`config.mk`:
```
export PLATFORM = sky130hd
export DESIGN_NAME = l1_writeback_buffer
export DESIGN_NICKNAME = d
export VERILOG_FILES = /design/src/rtl/l1_writeback_buffer.sv
export SDC_FILE = /design/constraint.sdc
export NUM_CORES = 1
export LEC_CHECK = 0
export BUFFER_PORTS_ARGS = -buffer_cell sky130_fd_sc_hd__buf_2
export CAP_MARGIN = 20
export CORE_AREA = 2 2 181 183
export DETAILED_ROUTE_END_ITERATION = 8
export DIE_AREA = 0 0 183 185
export PLACE_DENSITY = 0.79
export SLEW_MARGIN = 20
export SYNTH_ARGS = -nofsm -noshare
export SYNTH_HDL_FRONTEND = slang
export SYNTH_SLANG_ARGS = --single-unit
```
`constraint.sdc`:
```
create_clock -name clk -period 4.6 [get_ports clk]
set_input_delay 0.92 -clock clk [delete_from_list [all_inputs] [get_ports clk]]
set_output_delay 0.92 -clock clk [all_outputs]
set_load 0.01 [all_outputs]
```
`src/rtl/l1_writeback_buffer.sv`:
```
// l1_writeback_buffer: small write-back FIFO between the L1 dirty-eviction path
// and main memory. Buffers victim words, drains them in order over a
// valid/ready handshake, forwards buffered data to cache lookups and merges
// repeat evictions of an address that is still waiting in the buffer.

// One buffer slot. It holds {valid, address, data} and does its own address
// compares, so the top level only has to pick among the per-slot results.
module l1_writeback_buffer_entry #(
    parameter int ADDRESS_LENGTH = 32,
    parameter int DATA_WIDTH     = 32
) (
    input  logic                      clk,
    input  logic                      reset,
    input  logic                      alloc_en,
    input  logic                      coal_en,
    input  logic                      pop_en,
    input  logic [ADDRESS_LENGTH-1:0] wr_address,
    input  logic [DATA_WIDTH-1:0]     wr_data,
    input  logic [ADDRESS_LENGTH-1:0] lookup_address,
    output logic                      valid,
    output logic [ADDRESS_LENGTH-1:0] address,
    output logic [DATA_WIDTH-1:0]     data,
    output logic                      evict_match,
    output logic                      lookup_match
);

    // Slot state: allocate, merge new data, or retire. The top level never
    // allocates into or merges into the slot it is retiring in the same cycle.
    always_ff @(posedge clk or negedge reset) begin
        if (!reset) begin
            valid   <= 1'b0;
            address <= '0;
            data    <= '0;
        end else if (alloc_en) begin
            valid   <= 1'b1;
            address <= wr_address;
            data    <= wr_data;
        end else if (coal_en) begin
            data    <= wr_data;
        end else if (pop_en) begin
            valid   <= 1'b0;
        end
    end

    // Compares use registered slot contents only.
    always_comb begin
        evict_match  = valid && (address == wr_address);
        lookup_match = valid && (address == lookup_address);
    end

endmodule

module l1_writeback_buffer #(
    parameter int ADDRESS_LENGTH = 32,
    parameter int DATA_WIDTH     = 32,
    parameter int DEPTH          = 4
) (
    input  logic                        clk,
    input  logic                        reset,
    input  logic                        evict_valid,
    input  logic [ADDRESS_LENGTH-1:0]   evict_address,
    input  logic [DATA_WIDTH-1:0]       evict_data,
    output logic                        evict_ready,
    input  logic [ADDRESS_LENGTH-1:0]   lookup_address,
    output logic                        lookup_hit,
    output logic [DATA_WIDTH-1:0]       lookup_data,
    output logic                        mem_write_valid,
    output logic [ADDRESS_LENGTH-1:0]   mem_write_address,
    output logic [DATA_WIDTH-1:0]       mem_write_data,
    input  logic                        mem_write_ready,
    output logic [$clog2(DEPTH):0]      count,
    output logic                        full,
    output logic                        empty
);

    localparam int PTR_W = $clog2(DEPTH);
    localparam int CNT_W = PTR_W + 1;

    logic [PTR_W-1:0] head;
    logic [PTR_W-1:0] tail;
    logic [CNT_W-1:0] cnt;

    logic [DEPTH-1:0]                     ent_valid;
    logic [DEPTH-1:0][ADDRESS_LENGTH-1:0] ent_addr;
    logic [DEPTH-1:0][DATA_WIDTH-1:0]     ent_data;
    logic [DEPTH-1:0]                     ent_evict_match;
    logic [DEPTH-1:0]                     ent_lookup_match;
    logic [DEPTH-1:0]                     alloc_en;
    logic [DEPTH-1:0]                     coal_en;
    logic [DEPTH-1:0]                     pop_en;

    logic             push;
    logic             pop;
    logic             alloc;
    logic             coalesce;
    logic             coal_found;
    logic [PTR_W-1:0] coal_idx;

    // Occupancy flags and handshakes; evict_ready depends only on state so the
    // cache never sees a combinational path from the memory side.
    always_comb begin
        full            = (cnt == CNT_W'(DEPTH));
        empty           = (cnt == '0);
        count           = cnt;
        evict_ready     = !full;
        mem_write_valid = !empty;
        push            = evict_valid && evict_ready;
        pop             = mem_write_valid && mem_write_ready;
    end

    // Pick the youngest slot holding the evicted address, skipping the head
    // slot if it is leaving this cycle (that case must allocate, or the data
    // would be dropped along with the retiring entry).
    always_comb begin
        logic [PTR_W-1:0] idx;
        idx        = '0;
        coal_found = 1'b0;
        coal_idx   = '0;
        for (int k = 0; k < DEPTH; k++) begin
            idx = head + PTR_W'(k);
            if (ent_evict_match[idx] && !(pop && (idx == head))) begin
                coal_found = 1'b1;
                coal_idx   = idx;
            end
        end
        coalesce = push && coal_found;
        alloc    = push && !coal_found;
    end

    // Forwarding: youngest valid match wins; zero data on a miss.
    always_comb begin
        logic [PTR_W-1:0] idx;
        idx         = '0;
        lookup_hit  = 1'b0;
        lookup_data = '0;
        for (int k = 0; k < DEPTH; k++) begin
            idx = head + PTR_W'(k);
            if (ent_lookup_match[idx]) begin
                lookup_hit  = 1'b1;
                lookup_data = ent_data[idx];
            end
        end
    end

    // Head slot drives memory straight from its registers; zero while empty.
    always_comb begin
        mem_write_address = ent_valid[head] ? ent_addr[head] : '0;
        mem_write_data    = ent_valid[head] ? ent_data[head] : '0;
    end

    genvar gi;
    generate
        for (gi = 0; gi < DEPTH; gi++) begin : g_entry
            assign alloc_en[gi] = alloc    && (tail     == PTR_W'(gi));
            assign coal_en[gi]  = coalesce && (coal_idx == PTR_W'(gi));
            assign pop_en[gi]   = pop      && (head     == PTR_W'(gi));

            l1_writeback_buffer_entry #(
                .ADDRESS_LENGTH (ADDRESS_LENGTH),
                .DATA_WIDTH     (DATA_WIDTH)
            ) u_entry (
                .clk            (clk),
                .reset          (reset),
                .alloc_en       (alloc_en[gi]),
                .coal_en        (coal_en[gi]),
                .pop_en         (pop_en[gi]),
                .wr_address     (evict_address),
                .wr_data        (evict_data),
                .lookup_address (lookup_address),
                .valid          (ent_valid[gi]),
                .address        (ent_addr[gi]),
                .data           (ent_data[gi]),
                .evict_match    (ent_evict_match[gi]),
                .lookup_match   (ent_lookup_match[gi])
            );
        end
    endgenerate

    // Pointers wrap naturally; a merge moves neither pointer nor the count.
    always_ff @(posedge clk or negedge reset) begin
        if (!reset) begin
            head <= '0;
            tail <= '0;
            cnt  <= '0;
        end else begin
            if (pop)
                head <= head + PTR_W'(1);
            if (alloc)
                tail <= tail + PTR_W'(1);
            if (alloc && !pop)
                cnt <= cnt + CNT_W'(1);
            else if (pop && !alloc)
                cnt <= cnt - CNT_W'(1);
        end
    end

endmodule

```
## Word level (Yosys, flattened, before mapping)

Cells that the tools add are included.
W data, S select, Z words.

- Add/subtract/negate cells: 6
- $lt $le $gt $ge: 4
- Equal/unequal tests: 25
- Mux-type cells: 68
- Reductions and logical operators: 58

Operators with widths:

| operator | number |
|---|---|
| $mux W32 | 19 |
| $bmux W32 S2 | 5 |
| $eq A32 B32 Y1 | 8 |
| $logic_and A1 B1 Y1 | 33 |
| $mux W1 | 29 |
| $bmux W1 S2 | 9 |
| $reduce_bool A2 Y1 | 9 |
| $eq A2 B2 Y1 const B | 6 |
| $lt A2 B3 Y1 const B | 4 |
| $logic_not A1 Y1 | 8 |
| $mux W2 | 4 |
| $ne A2 B1 Y1 const B | 4 |
| $reduce_and A2 Y1 | 4 |
| $eq A2 B1 Y1 const B | 3 |
| $eq A2 B2 Y1 | 3 |
| $logic_not A2 Y1 | 3 |
| $mux W3 | 2 |
| $add A2 B1 Y2 const B | 2 |
| $add A2 B2 Y2 const B | 2 |
| $add A3 B1 Y3 const B | 1 |
| $eq A3 B3 Y1 const B | 1 |
| $logic_not A3 Y1 | 1 |
| $sub A3 B1 Y3 const B | 1 |

- Bits in registers: 267
- Bits of input ports: 100
- Output and inout bits: 104
- Logic and storage cells: 176

## Logic depth before layout (Yosys ltp)

Gate-level depths: netlist of run 1.

- Depth after elaboration: 15
- Depth in mapped cells: 16
- Mapped depth without buffers: 14

## Cells and area by module

Synthesis of run 1 repeated with hierarchy kept, for this count alone.

- Cells, all modules: 1431
- Area, all modules: 19187.2 um^2

By module, submodules not included:

| module | times used | cells an instance | area each (um^2) | seq. area each (um^2) |
|---|---|---|---|---|
| l1_writeback_buffer_entry | 4 | 227 | 3120.5 | 1626.6 |
| l1_writeback_buffer | 1 | 523 | 6705.2 | 175.2 |

## Least setup slack after synthesis of run 1

Ideal clock, no wire load.

- Path kind: flip-flop to output port
- From: reg head[0]
- To: out lookup_data[10]
- Arrival time: 3.259 ns
- Data required time: 3.680 ns
- Slack: 0.421 ns
- Stages on the path, launching flop included: 11
- Path buffers: 4
- Path through: dfrtp_1 -> buf_2 -> inv_2 -> ha_1 -> clkbuf_1 -> buf_1 -> clkbuf_1 -> mux4_2 -> mux2_2 -> a22oi_1 -> o21ai_0

- Longest elaborated chain between the ends: 6
- Elaborated cells on any way between the ends: 23
- Those cells by class: add/sub: 3; mux: 20

RTL lines:

| what | RTL line | text |
|---|---|---|
| start: declaration | 79 | `logic [PTR_W-1:0] head;` |
| start signal: assignment | 187 | `head <= head + PTR_W'(1);` |
| $add A2 B1 Y2, or another cell as far along | 137 | `idx = head + PTR_W'(k);` |
| $bmux W32 S2, or another cell as far along | 140 | `lookup_data = ent_data[idx];` |
| $mux W32 (implied by the code), or another cell as far along | 140 |  |
| $mux W32 (2 in series) | 138 | `if (ent_lookup_match[idx]) begin` |
| $mux W32 * | 138 |  |
| end: declaration | 66 | `output logic [DATA_WIDTH-1:0] lookup_data,` |

Every way passes the cells marked *; elsewhere a longest branch is shown, timed or not. The select of a mux whose other input is x is not followed.

## Final worst setup path of run 1

- From: in lookup_address[4]
- To: out lookup_data[9]

- Longest elaborated chain between the ends: 8
- Elaborated cells on any way between the ends: 20
- Those cells by class: eq/ne: 4; mux: 12; reduce/logical: 4

RTL lines:

| what | RTL line | text |
|---|---|---|
| start: declaration | 64 | `input logic [ADDRESS_LENGTH-1:0] lookup_address,` |
| $eq A32 B32 Y1 | 48 | `lookup_match = valid && (address == lookup_address);` |
| $logic_and A1 B1 Y1 | 48 |  |
| $bmux W1 S2 | 138 |  |
| $mux W1 (implied by the code) | 138 |  |
| $mux W32 (3 in series) | 138 |  |
| $mux W32 * | 138 |  |

Marked as above.

==> impl_metrics.py, run 1 <==
metrics = {
    "run_status": {
        "status": "finished, violations left",
        "violations": "negative setup slack",
    },
    "yosys": {
        "netlist.area_leader.share_pct": 34.85,
        "yosysSeqAreaShare_pct": 34.85,
        "synth_seq_cells": 267,
        "synthArstFlopShare_pct": 100.0,
        "synth_common_cells": "dfrtp_1 (267), mux2_2 (264), xnor2_1 (170), mux4_2 (161), xor2_1 (88)",
        "synth_area_leader_cell": "dfrtp_1",
        "ys_warn_count": 0,
        "synth_most_common_cell": "dfrtp_1",
        "syn-num-nets": 1632,
        "synth_cell_types": 55,
        "synthFlopType": "dfrtp_1",
        "syn_avg_cell_area_um2": 12.60,
        "synth_area_um2": 19170,
        "syn_inst": 1522,
        "synth_edf_count": 0,
        "synthTopCellsByArea": "dfrtp_1 (35%), mux4_2 (19%), mux2_2 (16%)",
    },
    "place": {
        "dp_slack_ns": -0.4546,
        "place.gp.congestion": 1.085,
        "io_buffers": 203,
        "dp_hpwl_um": 43040,
        "place_inst": 2055,
    },
    "route": {
        "wl_per_cell_um": 28.16,
        "ant_nets": 0,
        "viasPerCell": 6.802,
        "num_vias": 14400,
        "drc": 0,
        "drt_iter0_markers": 1278,
        "wl_um": 59620,
        "dr.pass1.iters": 7,
    },
    "critical_path": {
        "cp-start-kind": "input port",
        "max_stage_delay_ns": 0.35,
        "critPathTopFamily": "simple AND/OR/NAND/NOR gates",
        "cp.depth": 14,
        "crit_path_max_fanout": 9,
        "cp_num_buf_inv": 5,
        "worstPathRequired_ns": 3.68,
        "endpoint_kind": "primary output",
        "critPathKind": "input port to primary output",
        "crit_chain": "buf_6 -> xnor2_2 -> buf_4 -> nand4_1 -> nor4_4 -> nand4_1 -> mux2i_2 -> mux2i_4 -> a21oi_4 -> buf_6 -> buf_4 -> a22oi_1 -> o21ai_1 -> buf_2",
        "arrival_ns": 3.71,
        "slowest_stage": "nor4_4",
        "reg2reg_depth": 14,
    },
    "sta": {
        "fin_ws_ns": -0.03012,
        "fin_crit_sh_pct": 100.7,
        "setup_viol": 6,
        "slew_headroom_pct": 43.15,
        "hold_viol": 0,
        "rsz0062_at_grt": "true",
        "holdWs_ns": 0.3873,
        "finalClockSkew_ns": 0.01861,
        "slew_viol_final": 0,
        "fin_crit_ns": 4.630,
        "tightestPinTransition_ns": 0.8528,
        "max_clock_freq_ghz": 0.2160,
    },
    "grt": {
        "grt.overflow.total": 0,
        "grt_max_degree": 115,
        "track_usage_pct": 35.25,
        "antenna_found_initial": 2,
        "grt_pass1_wl_um": 89760,
        "grt_pass1_vias": 14230,
    },
    "pwr": {
        "leakage_nw": 8.940,
        "powerDensity_nw_per_um2": 840.7,
        "vdd_ir_drop_max_mv": 0.5344,
    },
    "clock_network": {
        "cts_tree": "built",
        "cts.clk_slew.worst_paths_ns": 0.06,
        "h-tree-depth": 1,
        "cts_root_buffer": "clkbuf_16",
        "cts_inserted_buffers": 30,
        "cts_max_path_buffers": 3,
        "cts.sinks": 267,
        "worstSkewPairLatency_ns": 0.57,
    },
    "floorplanning": {
        "die_w_um": 183,
        "die-area_um2": 33860,
        "ios": 204,
        "initial_utilization_pct": 59.83,
        "num_rows": 66,
        "coreArea_um2": 32040,
        "die_h_um": 185,
    },
    "cells_and_area": {
        "syn_to_final_growth_pct": 15.01,
        "nets": 1793,
        "final_cells": 2117,
        "layout-drive-gt1-share_pct": 46.57,
    },
    "min_path": {
        "hold_class": "input port to async pin",
    },
    "run": {
        "cap_violations": 0,
    },
}
[worst paths after layout]
kind | endpoint | start | slack (ns)
min | g_entry[0].u_entry.address[5] | reset | 0.39
min in group clk | count[2] | count[2] | 0.52
max reg2reg | count[2] | g_entry[2].u_entry.address[19] | 0.69
max in group asynchronous | g_entry[2].u_entry.data[17] | reset | 3.20
max | lookup_data[9] | lookup_address[4] | -0.03
min reg2reg | count[2] | count[2] | 0.52
[cell usage in the layout (no fill, tap or decap), types with 9 or more instances in the layout]
cell type	count
mux2_1	24
mux4_2	161
mux2i_1	9
a22oi_1	23
o21ai_1	21
inv_1	11
nor2_1	11
xor2_1	88
and2_1	66
nand4_1	52
nand3_1	15
and3_1	10
o211ai_1	9
dfrtp_1	263
buf_4	43
mux2_2	263
buf_12	17
o21ai_0	10
xnor2_1	162
nand2_1	39
buf_2	199
clkbuf_16	31
nor4_1	33
[registers in the layout (all words and copies together) (netlist names)]
signal,cells
count,3
g_entry.u_entry.data,128
g_entry.u_entry.address,128
head,2
tail,2
g_entry.u_entry.valid,4
[power by group]
part           internal, mW  switching [mW]
combinational          5.85            4.94
clock                  1.44            1.01
sequential             3.57            1.72
[routing by layer]
layer | up-vias | track usage, % | share of wire (%)
li1 | 6069 | - | -
met1 | 7440 | 47.88 | 39
met2 | 745 | 58.56 | 49
met3 | 146 | 4.503 | 7.8
met4 | 0 | 13.28 | 4.5
met5 | - | 0 | 0
[final cells by class]
cell class	instances	area (um^2)
flip-flops and latches	267	6691
clock buffers	43	879.6
well taps	408	510.5
repair buffers	267	1770
clock inverters	13	137.6
fillers	2282	9993
inverters	14	56.30
multi-input cells	1103	12000
diodes	2	5.005
[stage by stage]
stage | util (%) | cell area, um^2 | total power, mW | TNS, ns
2_1_floorplan | - | 19170 | 12.42 | 0
3_3_place_gp | 64.63 | 20710 | 15.47 | -12.14
3_5_place_dp | 64.63 | 20710 | 15.80 | -12.73
4_1_cts | 68.06 | 21810 | 18.33 | -0.01709
5_1_grt | 68.81 | 22050 | 19.46 | -0.9685
6_report | 68.81 | 22050 | 18.54 | -0.07060
[cells by family after synthesis]
| family | share of synthesized area (%) |
|---|---|
| buffers and inverters | 3.766 |
| flip-flops | 34.85 |
| XOR/XNOR | 11.79 |
| multiplexers | 36.46 |
| AO/OA/AOI/OAI | 3.746 |
| adder cells (fa/ha/maj) | 0.6919 |
| AND/OR/NAND/NOR | 8.694 |
[timing repair]
item                                   in CTS  in global routing
setup endpoints to repair                  33                 32
buffers inserted                            1                  1
hold buffers                                0                  0
endpoints found under the hold margin       0                  0
gates resized for setup                    15                 67
cloned                                      0                  2
pin swaps                                   4                  6
No activity file was read; power rests on OpenSTA's default activity.
==> inputs of run 2 (changes only) <==
==> config.mk (replaced) <==
export PLATFORM = sky130hd
export DESIGN_NAME = l1_writeback_buffer
export DESIGN_NICKNAME = d
export VERILOG_FILES = /design/src/rtl/l1_writeback_buffer.sv
export SDC_FILE = /design/constraint.sdc
export NUM_CORES = 1
export LEC_CHECK = 0
export CAP_MARGIN = 20
export CORE_AREA = 2 2 175 177
export DETAILED_ROUTE_END_ITERATION = 8
export DIE_AREA = 0 0 177 179
export DONT_BUFFER_PORTS = 1
export PLACE_DENSITY = 0.78
export SLEW_MARGIN = 20
export SYNTH_ARGS = -nofsm -noshare
export SYNTH_HDL_FRONTEND = slang
export SYNTH_SLANG_ARGS = --single-unit
==> impl_metrics.py, run 2 (synthesis results as in run 1) <==
metrics = {
    "route": {
        "wl_met3_um": 4717,
        "routed-wl-met2_um": 26780,
        "dr.max_layer_used": "met4",
        "wl_um": 55010,
        "drt-met1-wl_um": 21290,
        "ant_nets": 0,
        "drt_iter0_markers": 1322,
        "drc": 0,
        "viasPerCell": 7.037,
        "dr.pass1.iters": 7,
        "num_vias": 13360,
        "wl_per_cell_um": 28.97,
    },
    "grt": {
        "grt_pass1_vias": 13370,
        "grt_max_degree": 268,
        "antenna_found_initial": 1,
        "track_usage_pct": 35.00,
        "grt_pass1_wl_um": 83220,
        "grt.overflow.total": 0,
    },
    "critical_path": {
        "max_stage_delay_ns": 0.42,
        "slowest_stage": "dfrtp_1",
        "crit_path_max_fanout": 6,
        "endpoint_kind": "primary output",
        "crit_chain": "xnor2_1 -> nand4_1 -> nor4_1 -> nand3_1 -> mux2i_1 -> mux2i_4 -> a21oi_4 -> buf_4 -> a22oi_1 -> o21ai_0 -> buf_4",
        "arrival_ns": 3.74,
        "cp-start-kind": "flop",
        "worstPathRequired_ns": 3.68,
        "cp_common_cell": "buf_4",
        "critPathKind": "flop to primary output",
    },
    "clock_network": {
        "cts_tree": "built",
        "cts_inserted_buffers": 30,
        "cts_setup_buffers": 0,
        "cts.sinks": 267,
        "cts_max_path_buffers": 3,
        "worstSkewPairLatency_ns": 0.57,
        "cts.clk_slew.worst_paths_ns": 0.06,
        "cts_root_buffer": "clkbuf_16",
        "h-tree-depth": 1,
    },
    "run_status": {
        "violations": "negative setup slack",
        "status": "finished, violations left",
    },
    "floorplanning": {
        "die_h_um": 179,
        "coreArea_um2": 30030,
        "num_rows": 64,
        "die_w_um": 177,
        "initial_utilization_pct": 63.84,
        "ios": 204,
        "die-area_um2": 31680,
    },
    "run": {
        "cap_violations": 0,
    },
    "cells_and_area": {
        "syn_to_final_growth_pct": 8.753,
        "multiInputGateArea_um2": 11870,
        "diodes": 0,
        "final_util_pct": 69.43,
        "final_cell_mix": "mux2_2 (264), dfrtp_1 (263), xnor2_1 (166)",
        "nets": 1589,
        "n_fill_cell": 2131,
        "reg_top3": "g_entry.u_entry.address x128, g_entry.u_entry.data x128, g_entry.u_entry.valid x4",
        "final_cells": 1899,
        "layout-drive-gt1-share_pct": 38.46,
        "final_common_cell": "mux2_2",
        "seq_area_um2": 6691,
    },
    "sta": {
        "finalClockSkew_ns": 0.01960,
        "slew_headroom_pct": 52.81,
        "max_clock_freq_ghz": 0.2144,
        "fin_crit_ns": 4.665,
        "fin_ws_ns": -0.06469,
        "hold_viol": 0,
        "tightestPinTransition_ns": 0.7079,
        "setup_viol": 9,
        "slew_viol_final": 0,
        "fin_crit_sh_pct": 101.4,
    },
    "pwr": {
        "leakage_nw": 7.971,
        "powerDensity_nw_per_um2": 852.9,
        "vdd_ir_drop_max_mv": 0.5273,
        "finalPower_mw": 17.78,
    },
    "place": {
        "io_buffers": 0,
        "place_inst": 1843,
        "dp_slack_ns": -0.007022,
        "dp_hpwl_um": 39060,
        "place.gp.congestion": 1.124,
    },
    "min_path": {
        "hold_class": "input port to async pin",
    },
}
## run 2: changes by cell type in the layout (fill, tap and decap cells not counted), sizes merged
cell	delta
bufinv	+3
buf	-203
diode	-2
clkinvlp	-2
clkbuf	-7
inv	+1
clkinv	+4
## run 2: timing repair
| action | 4_1_cts | 5_1_grt |
|---|---|---|
| pin swaps | 0 | 5 |
| endpoints found under the setup margin | 17 | 16 |
| hold buffers | 0 | 0 |
| resized for setup | 3 | 10 |
| gates cloned | 0 | 0 |
## run 2: cell type report
type | instances | area share [%]
multi-input cells | 1103 | 56.94
repair buffers | 63 | 3.145
well taps | 396 | 2.377
inverters | 14 | 0.2521
clock buffers | 37 | 4.069
flip-flops and latches | 267 | 32.10
clock inverters | 19 | 1.116
## run 2: layer usage
layer / vias to the layer above / track usage, %
met4: 0 / 12.88
met2: 623 / 57.05
met3: 125 / 7.612
met5: - / 0
li1: 5657 / -
met1: 6959 / 46.45
## run 2: final timing paths
check	start	end	slack, ns	cells after the start
setup / recovery	g_entry[2].u_entry.address[11]	lookup_data[20]	-0.06	11
hold / removal	reset	g_entry[3].u_entry.data[16]	0.05	0
setup reg to reg	g_entry[2].u_entry.address[19]	count[2]	0.70	15
hold reg to reg	g_entry[1].u_entry.data[14]	g_entry[1].u_entry.data[14]	0.56	1
max in group asynchronous	reset	g_entry[3].u_entry.address[13]	4.14	0
min in group clk	evict_data[9]	g_entry[1].u_entry.data[9]	0.49	1
## run 2: metrics by stage
stage,hold WS (ns),setup TNS [ns],area (um^2)
final,0.05404,-0.2538,20850
after global routing,0.02873,-0.001198,20850
after CTS,0.03744,0,20800
after detailed placement,0.5424,-0.007022,19700
after global placement,0.5208,0,19700
after floorplan,0.4975,0,19170
## run 2: power breakdown
part	internal, mW	total [mW]	switching (mW)
sequential	3.57	5.22	1.65
clock	1.59	2.59	1.00
combinational	5.43	9.97	4.54
## run 2: critical path: cells and delay by family, from the launching register on
family	cells	cell delay [ns]
buf+inv	2	0.40
compound gates	3	0.60
flops	1	0.42
xor+xnor	1	0.42
mux	2	0.44
simple gates	3	0.91
==> inputs of run 3 (changes only) <==
--- a/config.mk
+++ b/config.mk
@@ -6,11 +6,11 @@
 export NUM_CORES = 1
 export LEC_CHECK = 0
 export CAP_MARGIN = 20
-export CORE_AREA = 2 2 175 177
+export CORE_AREA = 2 2 184 186
 export DETAILED_ROUTE_END_ITERATION = 8
-export DIE_AREA = 0 0 177 179
+export DIE_AREA = 0 0 186 188
 export DONT_BUFFER_PORTS = 1
-export PLACE_DENSITY = 0.78
+export PLACE_DENSITY = 0.75
 export SLEW_MARGIN = 20
 export SYNTH_ARGS = -nofsm -noshare
 export SYNTH_HDL_FRONTEND = slang
==> constraint.sdc (replaced) <==
create_clock -name clk -period 4.2 [get_ports clk]
set_input_delay 0.84 -clock clk [delete_from_list [all_inputs] [get_ports clk]]
set_output_delay 0.84 -clock clk [all_outputs]
set_load 0.01 [all_outputs]
==> impl_metrics.py, run 3 (synthesis results as in run 1) <==
metrics = {
    "sta": {
        "fin_ws_ns": -0.05403,
        "rsz0062_at_grt": "true",
        "fin_crit_sh_pct": 101.3,
        "max_clock_freq_ghz": 0.2351,
        "hold_viol": 17,
        "slew_headroom_pct": 50.67,
        "fin_crit_ns": 4.254,
        "finalClockSkew_ns": 0.01472,
        "setup_viol": 21,
        "tns_ns": -0.5992,
        "holdWs_ns": -0.02466,
        "slew_viol_final": 0,
        "tightestPinTransition_ns": 0.7399,
    },
    "route": {
        "wl_um": 60680,
        "dr.max_layer_used": "met4",
        "drt_iter0_markers": 1285,
        "num_vias": 13640,
        "viasPerCell": 6.818,
        "wl_met3_um": 4720,
        "drc": 0,
        "wl_per_cell_um": 30.34,
        "drt-met1-wl_um": 23210,
        "dr.pass1.iters": 5,
        "routed-wl-met2_um": 29910,
        "ant_nets": 0,
    },
    "grt": {
        "grt.overflow.total": 0,
        "grt_max_degree": 268,
        "grt_pass1_wl_um": 90380,
        "antenna_found_initial": 2,
        "grt_pass1_vias": 13760,
        "track_usage_pct": 34.83,
    },
    "clock_network": {
        "worstSkewPairLatency_ns": 0.57,
        "cts_tree": "built",
        "cts.sinks": 267,
        "cts.clk_slew.worst_paths_ns": 0.06,
        "cts_root_buffer": "clkbuf_16",
        "cts_max_path_buffers": 3,
        "h-tree-depth": 1,
        "cts_inserted_buffers": 30,
    },
    "floorplanning": {
        "coreArea_um2": 33110,
        "initial_utilization_pct": 57.89,
        "die_w_um": 186,
        "num_rows": 67,
        "die-area_um2": 34970,
        "ios": 204,
        "die_h_um": 188,
    },
    "critical_path": {
        "cp-start-kind": "flop",
        "r2r-start": "g_entry[3].u_entry.address[5]",
        "arrival_ns": 3.41,
        "critPathTopFamily": "simple AND/OR/NAND/NOR gates",
        "cp_num_buf_inv": 4,
        "worst-r2r-setup-slack_ns": 0.33,
        "crit_start": "g_entry[2].u_entry.address[17]",
        "worstPathRequired_ns": 3.36,
        "crit_chain": "xnor2_2 -> nand4_1 -> nor4_4 -> buf_4 -> nand3_4 -> mux2i_1 -> mux2i_1 -> a21oi_4 -> buf_12 -> buf_8 -> a22oi_2 -> o21ai_2 -> buf_4",
        "endpoint_kind": "primary output",
        "reg2reg_depth": 14,
        "r2r-end": "count[2]",
        "slowest_stage": "dfrtp_2",
        "critPathKind": "flop to primary output",
        "max_stage_delay_ns": 0.43,
        "crit_path_max_fanout": 8,
    },
    "pwr": {
        "leakage_nw": 8.373,
        "finalPower_mw": 20.36,
        "powerDensity_nw_per_um2": 936.0,
        "vdd_ir_drop_max_mv": 0.5011,
    },
    "cells_and_area": {
        "final_cell_mix": "mux2_2 (264), dfrtp_1 (260), mux4_2 (161)",
        "nets": 1640,
        "syn_to_final_growth_pct": 13.47,
        "final_cells": 2000,
        "seq_area_um2": 6695,
        "diodes": 0,
        "layout-drive-gt1-share_pct": 43.23,
        "reg_top3": "g_entry.u_entry.address x128, g_entry.u_entry.data x128, g_entry.u_entry.valid x4",
        "n_fill_cell": 2410,
        "final_common_cell": "mux2_2",
        "multiInputGateArea_um2": 12200,
        "design_area_um2": 21750,
        "final_util_pct": 65.69,
    },
    "place": {
        "place.gp.congestion": 1.047,
        "dp_hpwl_um": 43040,
        "place_inst": 1925,
        "placed_area_um2": 20060,
        "io_buffers": 0,
        "dp_slack_ns": -0.2949,
    },
    "run_status": {
        "violations": "negative hold slack, negative setup slack",
        "status": "finished, violations left",
    },
    "min_path": {
        "hold_class": "input port to async pin",
    },
    "run": {
        "cap_violations": 0,
    },
}
[run 3: metal layers]
metal | up-vias | track usage, %
met1 | 7150 | 45.10
li1 | 5755 | -
met5 | - | 0
met3 | 130 | 6.817
met4 | 0 | 13.81
met2 | 600 | 57.71
[run 3: repair_timing]
| item | in CTS | in global routing |
|---|---|---|
| pin swaps | 18 | 28 |
| setup buffers | 8 | 12 |
| cloned | 1 | 1 |
| hold endpoints to repair | 267 | 248 |
| resized for setup | 63 | 43 |
| setup endpoints to repair | 33 | 33 |
[run 3: layout make-up]
type / instances / share of cell area, %
well taps: 448 / 2.577
inverters: 14 / 0.2589
clock inverters: 6 / 0.6500
multi-input cells: 1103 / 56.09
flip-flops and latches: 267 / 30.78
repair buffers: 114 / 5.511
clock buffers: 48 / 4.130
[run 3: report_power, final]
group          internal [mW]  total [mW]  switching, mW
sequential              3.92        5.79           1.88
combinational           6.38        11.8           5.41
clock                   1.70        2.77           1.08
total                   12.0        20.4           8.37
[run 3: worst max path at each step]
stage,endpoint,slack (ns),depth (start not counted)
2_1_floorplan,lookup_data[10],0.10,10
3_3_place_gp,lookup_data[14],-0.19,13
3_5_place_dp,lookup_data[14],-0.29,13
4_1_cts,lookup_data[2],-0.08,14
5_1_grt,lookup_data[16],-0.17,13
6_report,lookup_data[15],-0.05,13
